## config.mk

```make
export PLATFORM = sky130hd
export DESIGN_NAME = adder_issue_ctrl
export DESIGN_NICKNAME = d
export VERILOG_FILES = /design/src/rtl/adder_issue_ctrl.sv
export SDC_FILE = /design/constraint.sdc
export NUM_CORES = 1
export LEC_CHECK = 0
export CAP_MARGIN = 20
export CORE_UTILIZATION = 49
export CTS_BUF_LIST = sky130_fd_sc_hd__clkbuf_4 sky130_fd_sc_hd__clkbuf_8
export DETAILED_ROUTE_END_ITERATION = 10
export PLACE_DENSITY = 0.86
export SLEW_MARGIN = 20
export SYNTH_ARGS = -nofsm -noshare
export SYNTH_HDL_FRONTEND = slang
export SYNTH_SLANG_ARGS = --single-unit
```

## constraint.sdc

```tcl
create_clock -name clk -period 1.8 [get_ports clk]
set_clock_uncertainty 0.1 [all_clocks]
set_input_delay 0.27 -clock clk [delete_from_list [all_inputs] [get_ports clk]]
set_output_delay 0.27 -clock clk [all_outputs]
set_load 0.02 [all_outputs]
```

## src/rtl/adder_issue_ctrl.sv

```systemverilog
// adder_issue_ctrl: sequencing and result-capture stage around the external
// combinational add/sub adder. Accepts one request at a time, drives the
// adder from registered operands, derives N/Z/C/V from the returned sum,
// updates a running accumulator and queues results in a 2-entry FIFO.
// Optional feature macro: ADDER_ISSUE_SAT_EN (saturate on signed overflow).
module adder_issue_ctrl #(
  parameter int unsigned WIDTH = 8
) (
  input  logic             clk,
  input  logic             rst,
  input  logic             in_valid,
  output logic             in_ready,
  input  logic [WIDTH-1:0] in_a,
  input  logic [WIDTH-1:0] in_b,
  input  logic             in_sub,
  input  logic             in_acc,
  output logic [WIDTH-1:0] add_x,
  output logic [WIDTH-1:0] add_y,
  output logic             add_flag,
  input  logic [WIDTH:0]   add_z,
  output logic             out_valid,
  input  logic             out_ready,
  output logic [WIDTH-1:0] out_res,
  output logic             out_c,
  output logic             out_v,
  output logic             out_n,
  output logic             out_z,
  output logic [WIDTH-1:0] acc
);

  localparam int unsigned MSB = WIDTH - 1;

  typedef enum logic {
    IDLE,
    ISSUE
  } state_e;

  typedef struct packed {
    logic [WIDTH-1:0] res;
    logic             c;
    logic             v;
    logic             n;
    logic             z;
  } entry_t;

  state_e           state_q, state_d;
  logic [WIDTH-1:0] x_q, x_d;
  logic [WIDTH-1:0] y_q, y_d;
  logic             flag_q, flag_d;
  logic [WIDTH-1:0] acc_q, acc_d;

  entry_t           fifo_q [2];
  logic             wr_ptr_q;
  logic             rd_ptr_q;
  logic [1:0]       cnt_q, cnt_d;

  logic             push;
  logic             pop;
  logic             full;

  logic [WIDTH-1:0] sum;
  logic             ovf;
  logic [WIDTH-1:0] final_res;
  entry_t           new_entry;
  entry_t           head;

  assign out_valid = (cnt_q != 2'd0);
  assign full      = (cnt_q == 2'd2);
  assign pop       = out_valid && out_ready;

  // Result capture: overflow and flags are judged against the operands
  // currently held on the adder inputs.
  always_comb begin
    sum = add_z[WIDTH-1:0];
    if (flag_q) begin
      ovf = (x_q[MSB] == y_q[MSB]) && (sum[MSB] != x_q[MSB]);
    end else begin
      ovf = (x_q[MSB] != y_q[MSB]) && (sum[MSB] != x_q[MSB]);
    end
    final_res = sum;
`ifdef ADDER_ISSUE_SAT_EN
    // Overflow direction follows the sign of x: positive x can only overflow
    // upward, negative x only downward.
    if (ovf) begin
      final_res = x_q[MSB] ? {1'b1, {(WIDTH-1){1'b0}}} : {1'b0, {(WIDTH-1){1'b1}}};
    end
`endif
    new_entry.res = final_res;
    new_entry.c   = add_z[WIDTH];
    new_entry.v   = ovf;
    new_entry.n   = final_res[MSB];
    new_entry.z   = (final_res == '0);
  end

  // Next-state and handshake decode; in_ready depends on state only.
  always_comb begin
    state_d  = state_q;
    x_d      = x_q;
    y_d      = y_q;
    flag_d   = flag_q;
    in_ready = 1'b0;
    push     = 1'b0;
    unique case (state_q)
      IDLE: begin
        in_ready = 1'b1;
        if (in_valid) begin
          x_d     = in_acc ? acc_q : in_a;
          y_d     = in_b;
          flag_d  = !in_sub;
          state_d = ISSUE;
        end
      end
      ISSUE: begin
        // A same-cycle pop frees a slot even when the FIFO is full.
        if (!full || pop) begin
          push    = 1'b1;
          state_d = IDLE;
        end
      end
      default: state_d = IDLE;
    endcase
  end

  // Accumulator follows every pushed result.
  always_comb begin
    acc_d = push ? final_res : acc_q;
  end

  // FIFO occupancy update.
  always_comb begin
    cnt_d = cnt_q;
    unique case ({push, pop})
      2'b10:   cnt_d = cnt_q + 2'd1;
      2'b01:   cnt_d = cnt_q - 2'd1;
      default: cnt_d = cnt_q;
    endcase
  end

  // FSM, operand and accumulator registers.
  always_ff @(posedge clk or negedge rst) begin
    if (!rst) begin
      state_q <= IDLE;
      x_q     <= '0;
      y_q     <= '0;
      flag_q  <= 1'b1;
      acc_q   <= '0;
    end else begin
      state_q <= state_d;
      x_q     <= x_d;
      y_q     <= y_d;
      flag_q  <= flag_d;
      acc_q   <= acc_d;
    end
  end

  // FIFO storage and pointers.
  always_ff @(posedge clk or negedge rst) begin
    if (!rst) begin
      for (int unsigned i = 0; i < 2; i++) begin
        fifo_q[i] <= '0;
      end
      wr_ptr_q <= 1'b0;
      rd_ptr_q <= 1'b0;
      cnt_q    <= 2'd0;
    end else begin
      if (push) begin
        fifo_q[wr_ptr_q] <= new_entry;
        wr_ptr_q         <= ~wr_ptr_q;
      end
      if (pop) begin
        rd_ptr_q <= ~rd_ptr_q;
      end
      cnt_q <= cnt_d;
    end
  end

  // Head presentation; fields read zero whenever the FIFO is empty.
  always_comb begin
    head    = fifo_q[rd_ptr_q];
    out_res = out_valid ? head.res : '0;
    out_c   = out_valid && head.c;
    out_v   = out_valid && head.v;
    out_n   = out_valid && head.n;
    out_z   = out_valid && head.z;
  end

  assign add_x    = x_q;
  assign add_y    = y_q;
  assign add_flag = flag_q;
  assign acc      = acc_q;

endmodule

```

==> qor.log <==
[place] placer congestion estimate 0.725
[synth] synthesis-stage register bit count 52
[critical_path] CP Data Arrival Time 1360 ps
[critical_path] depth of the worst register-to-register path 7
[critical_path] start point of the critical path cnt_q[0]
[floorplanning] core outline area 4720 µm²
[route] met2 wire length 2.55 mm
[timing] max_slew headroom 80.7%
[floorplanning] die width 72.3 µm
[pwr] net load switching power 2.54 mW
[route] ANT nets after route 0
[synth] sequential cell area fraction in the yosys report 53.8%
[global_route] global-route congestion overflow total 0
[cts] library cell used as clock root buffer sky130_fd_sc_hd__clkbuf_8
[timing] Hold WS 281 ps
[cts] TritonCTS buffer count 5
[pwr] maximum ir drop on the vdd rail 1.25 mV
[layout] register area 1300 µm²
[critical_path] worst path required time 1430 ps
[critical_path] Cell Chain, Critical Path nor2_4 > buf_4 > buf_4 > nor2_1 > buf_2
[pwr] Clk network pwr share 12.5%
[pwr] switching part of the total 37.0%
[critical_path] most used cell, CP sky130_fd_sc_hd__buf_4
[layout] final instance count without filler cells 333
[route] topmost layer with routed signal wires met4
[critical_path] family of cells with the greatest summed delay on the critical path buffers and inverters
[critical_path] largest fanout on the critical path 3
[cts] clock-pin slew reported for the worst setup and hold paths after clock tree synthesis 90 ps
[place] Detail Placement HPWL 3.75 mm
[layout] Total Nets Final 297
[pwr] Seq pwr share 31.7%
[route] DRC violation count after routing 0
[route] detailed-routed wire length on met3 199 µm
[cts] insertion delay to the later sink of the worst-skew pair 300 ps
[layout] count of filler cells inserted in the layout 346
[cts] clock tree buffer depth 2
[floorplanning] initial core utilization 51.2%
[layout] fraction of layout cells with a size suffix above 1 35.3%
[synth] mean cell area of the mapped netlist 14.0 µm²
[timing] slew at the pin closest to its max-slew limit 290 ps
[timing] Period minus WS final 1730 ps
[critical_path] sort of element at the end of the critical path output port
[cts] clock tree from TritonCTS yes
[global_route] pin count of the biggest net entering global routing 42
[route] 1st-iter DRT viols 59
[status] result of the run completed
[critical_path] nature of the critical path startpoint flip-flop
[critical_path] worst reg2reg setup slack 110 ps
[floorplanning] Cell Rows 25
[timing] unrepaired setup endpoints after global routing false
[global_route] all-layer global routing usage 21.9%
[floorplanning] io pins 70
[synth] post-synth cell types 27
[critical_path] cell count along the critical path 5
[floorplanning] DIE AREA 5220 µm²
[critical_path] capture point of the critical path out_v
[route] via total after detailed routing 1643
[global_route] initial antenna violation count 0
[route] total length of routed wires 5.24 mm
[layout] post-synthesis to final-layout area growth 42.8%
[flow_run] max cap viols 0
[pwr] share of power burned in combinational logic 55.9%
[synth] mapped cell area 2420 µm²
[global_route] first-pass GRT wire length 8.57 mm
[timing] timing-limited maximum frequency 0.579 GHz
[global_route] number of global-route vias before repair 1741
[route] DRT Pass-1 Iters 4
[synth] Synth Warn # 0
[timing] number of hold-slack violations in the final timing report 0
[pwr] P_int 4.33 mW
[critical_path] Buf/Inv on CP 3
[critical_path] peak per-stage delay on the critical path 400 ps
[pwr] Pleak 1.60 nW
[place] Port-buffer cells 69
[route] detail-routed via count per cell 4.93
[critical_path] CP max-delay cell sky130_fd_sc_hd__dfrtp_1
[place] Inst Count DP 321
[critical_path] launch instance of the worst register-to-register path cnt_q[0]
[cts] htree depth 2
[floorplanning] height of the chip 72.3 µm
[critical_path] CP Class reg2out
[layout] post-route core utilization 73.1%
[layout] Diodes inserted 0
[layout] area of combinational cells with multiple inputs 1040 µm²
[synth] net count of the mapped netlist 205
[cts] CTS sink count 52
[route] detailed-routing wirelength on met1 2.41 mm
[pwr] cell area power density 1990 nW/µm²
[route] wire length per cell after detailed routing 15.7 µm
[timing] share of the clock period used by the worst path 95.9%
[timing] max-slew violation count 0
[min_path] class of the most critical hold timing path in2async
[synth] gate count of the mapped netlist 173
[critical_path] worst r2r dst cnt_q[1]
[timing] Setup-failing EPs final 0
## power by group through the flow
stage,clock [mW],sequential (mW),combinational (mW)
after floorplan,0,2.44,2.06
after global placement,0,2.14,3.86
after detailed placement,0,2.18,3.94
after CTS,0.872,2.17,3.88
after global routing,0.923,2.25,4.09
final,0.857,2.18,3.84
## synthesized netlist by cell type
cell	number	area share, %
sky130_fd_sc_hd__dfrtp_1	51	53
sky130_fd_sc_hd__mux2_4	27	17
sky130_fd_sc_hd__mux2i_1	20	8.3
sky130_fd_sc_hd__nor2_1	14	2.2
sky130_fd_sc_hd__mux2_2	11	5.1
sky130_fd_sc_hd__nand2_1	10	1.6
sky130_fd_sc_hd__o21ai_0	9	1.9
sky130_fd_sc_hd__xnor2_1	4	1.4
sky130_fd_sc_hd__buf_2	3	0.62
sky130_fd_sc_hd__buf_6	3	1.4
sky130_fd_sc_hd__nand2b_1	3	0.78
sky130_fd_sc_hd__or4_1	2	0.62
sky130_fd_sc_hd__xor2_1	2	0.72
sky130_fd_sc_hd__buf_1	1	0.15
sky130_fd_sc_hd__buf_12	1	0.83
sky130_fd_sc_hd__buf_4	1	0.31
sky130_fd_sc_hd__clkbuf_1	1	0.15
sky130_fd_sc_hd__dfstp_2	1	1.1
sky130_fd_sc_hd__ha_1	1	0.52
sky130_fd_sc_hd__inv_1	1	0.15
sky130_fd_sc_hd__inv_2	1	0.15
sky130_fd_sc_hd__nand2b_4	1	0.57
sky130_fd_sc_hd__nor2_2	1	0.26
sky130_fd_sc_hd__nor2b_1	1	0.26
sky130_fd_sc_hd__nor3_2	1	0.41
sky130_fd_sc_hd__nor3b_4	1	0.78
sky130_fd_sc_hd__o21a_1	1	0.31
## registers in the layout, indices dropped and copies added, names as in the netlist
name      cells
cnt_q         2
state_q       1
wr_ptr_q      1
acc           8
add_flag      1
add_y         8
rd_ptr_q      1
fifo_q       22
add_x         8
## per-stage QoR
step / TNS, ps / cell area (µm²) / power (mW) / worst slack (ps)
after CTS: -281 / 3480 / 6.92 / -54.3
after floorplan: 0 / 2420 / 4.50 / 128
final: 0 / 3450 / 6.87 / 73.0
after detailed placement: -492 / 3330 / 6.12 / -120
after global placement: -75.4 / 3330 / 6.01 / -45.4
after global routing: 0 / 3450 / 7.26 / 4.40
## repair_timing
action,in CTS,in global routing
endpoints found under the setup margin,15,14
endpoints found under the hold margin,10,0
buffers inserted,1,1
cloned,1,0
pin swaps,0,2
resized for setup,26,26
hold buffers,1,0
## placed cells by master, fill, tap and decap left out, types with 7 or more instances in the layout
cell type and n:
sky130_fd_sc_hd__buf_4 17, sky130_fd_sc_hd__clkbuf_2 9, sky130_fd_sc_hd__clkbuf_8 7, sky130_fd_sc_hd__clkdlybuf4s50_1 53, sky130_fd_sc_hd__dfrtp_1 50, sky130_fd_sc_hd__mux2_2 11
sky130_fd_sc_hd__mux2_4 27, sky130_fd_sc_hd__mux2i_1 19, sky130_fd_sc_hd__nand2_1 10, sky130_fd_sc_hd__nor2_1 12, sky130_fd_sc_hd__o21ai_0 9
## layer usage
metal / vias to the layer above / GRT usage [%]
met5: - / 0
met1: 819 / 30.0
met4: 0 / 6.75
li1: 772 / -
met2: 43 / 36.1
met3: 9 / 3.47
## kinds of logic (layout without fill, tap and decap cells)
group                    count (synthesis)  count (layout)  share of synthesized area (%)
adder cells (fa/ha/maj)                  1               1                          0.517
XOR/XNOR                                 6               6                           2.17
AO/OA/AOI/OAI                           10              10                           2.17
AND/OR/NAND/NOR                         34              34                           7.39
flip-flops                              52              52                           53.8
multiplexers                            58              58                           30.1
buffers and inverters                   12             105                           3.77
## worst min-delay path by stage
stage,from,to
2_1_floorplan,rst,acc[0]
3_3_place_gp,rst,add_y[6]
3_5_place_dp,rst,add_y[6]
4_1_cts,rst,add_y[6]
5_1_grt,rst,add_y[6]
6_report,rst,add_y[6]
## final cells by class
class,instances,share of cell area [%]
Clock buffer,7,2.79
Clock inverter,1,0.869
Inverter,2,0.217
Multi-Input combinational cell,109,30.1
Sequential cell,52,37.7
Tap cell,67,2.43
Timing Repair Buffer,95,25.9
## worst register-to-register path, stage by stage (launching register included)
cell and delay, ps:
sky130_fd_sc_hd__dfrtp_1 420, sky130_fd_sc_hd__buf_4 170, sky130_fd_sc_hd__nor3b_4 220, sky130_fd_sc_hd__nand2b_4 190, sky130_fd_sc_hd__ha_1 160, sky130_fd_sc_hd__xnor2_1 140
sky130_fd_sc_hd__nor2_2 50, sky130_fd_sc_hd__xor2_1 130
Power figures use the tool's default switching activity.
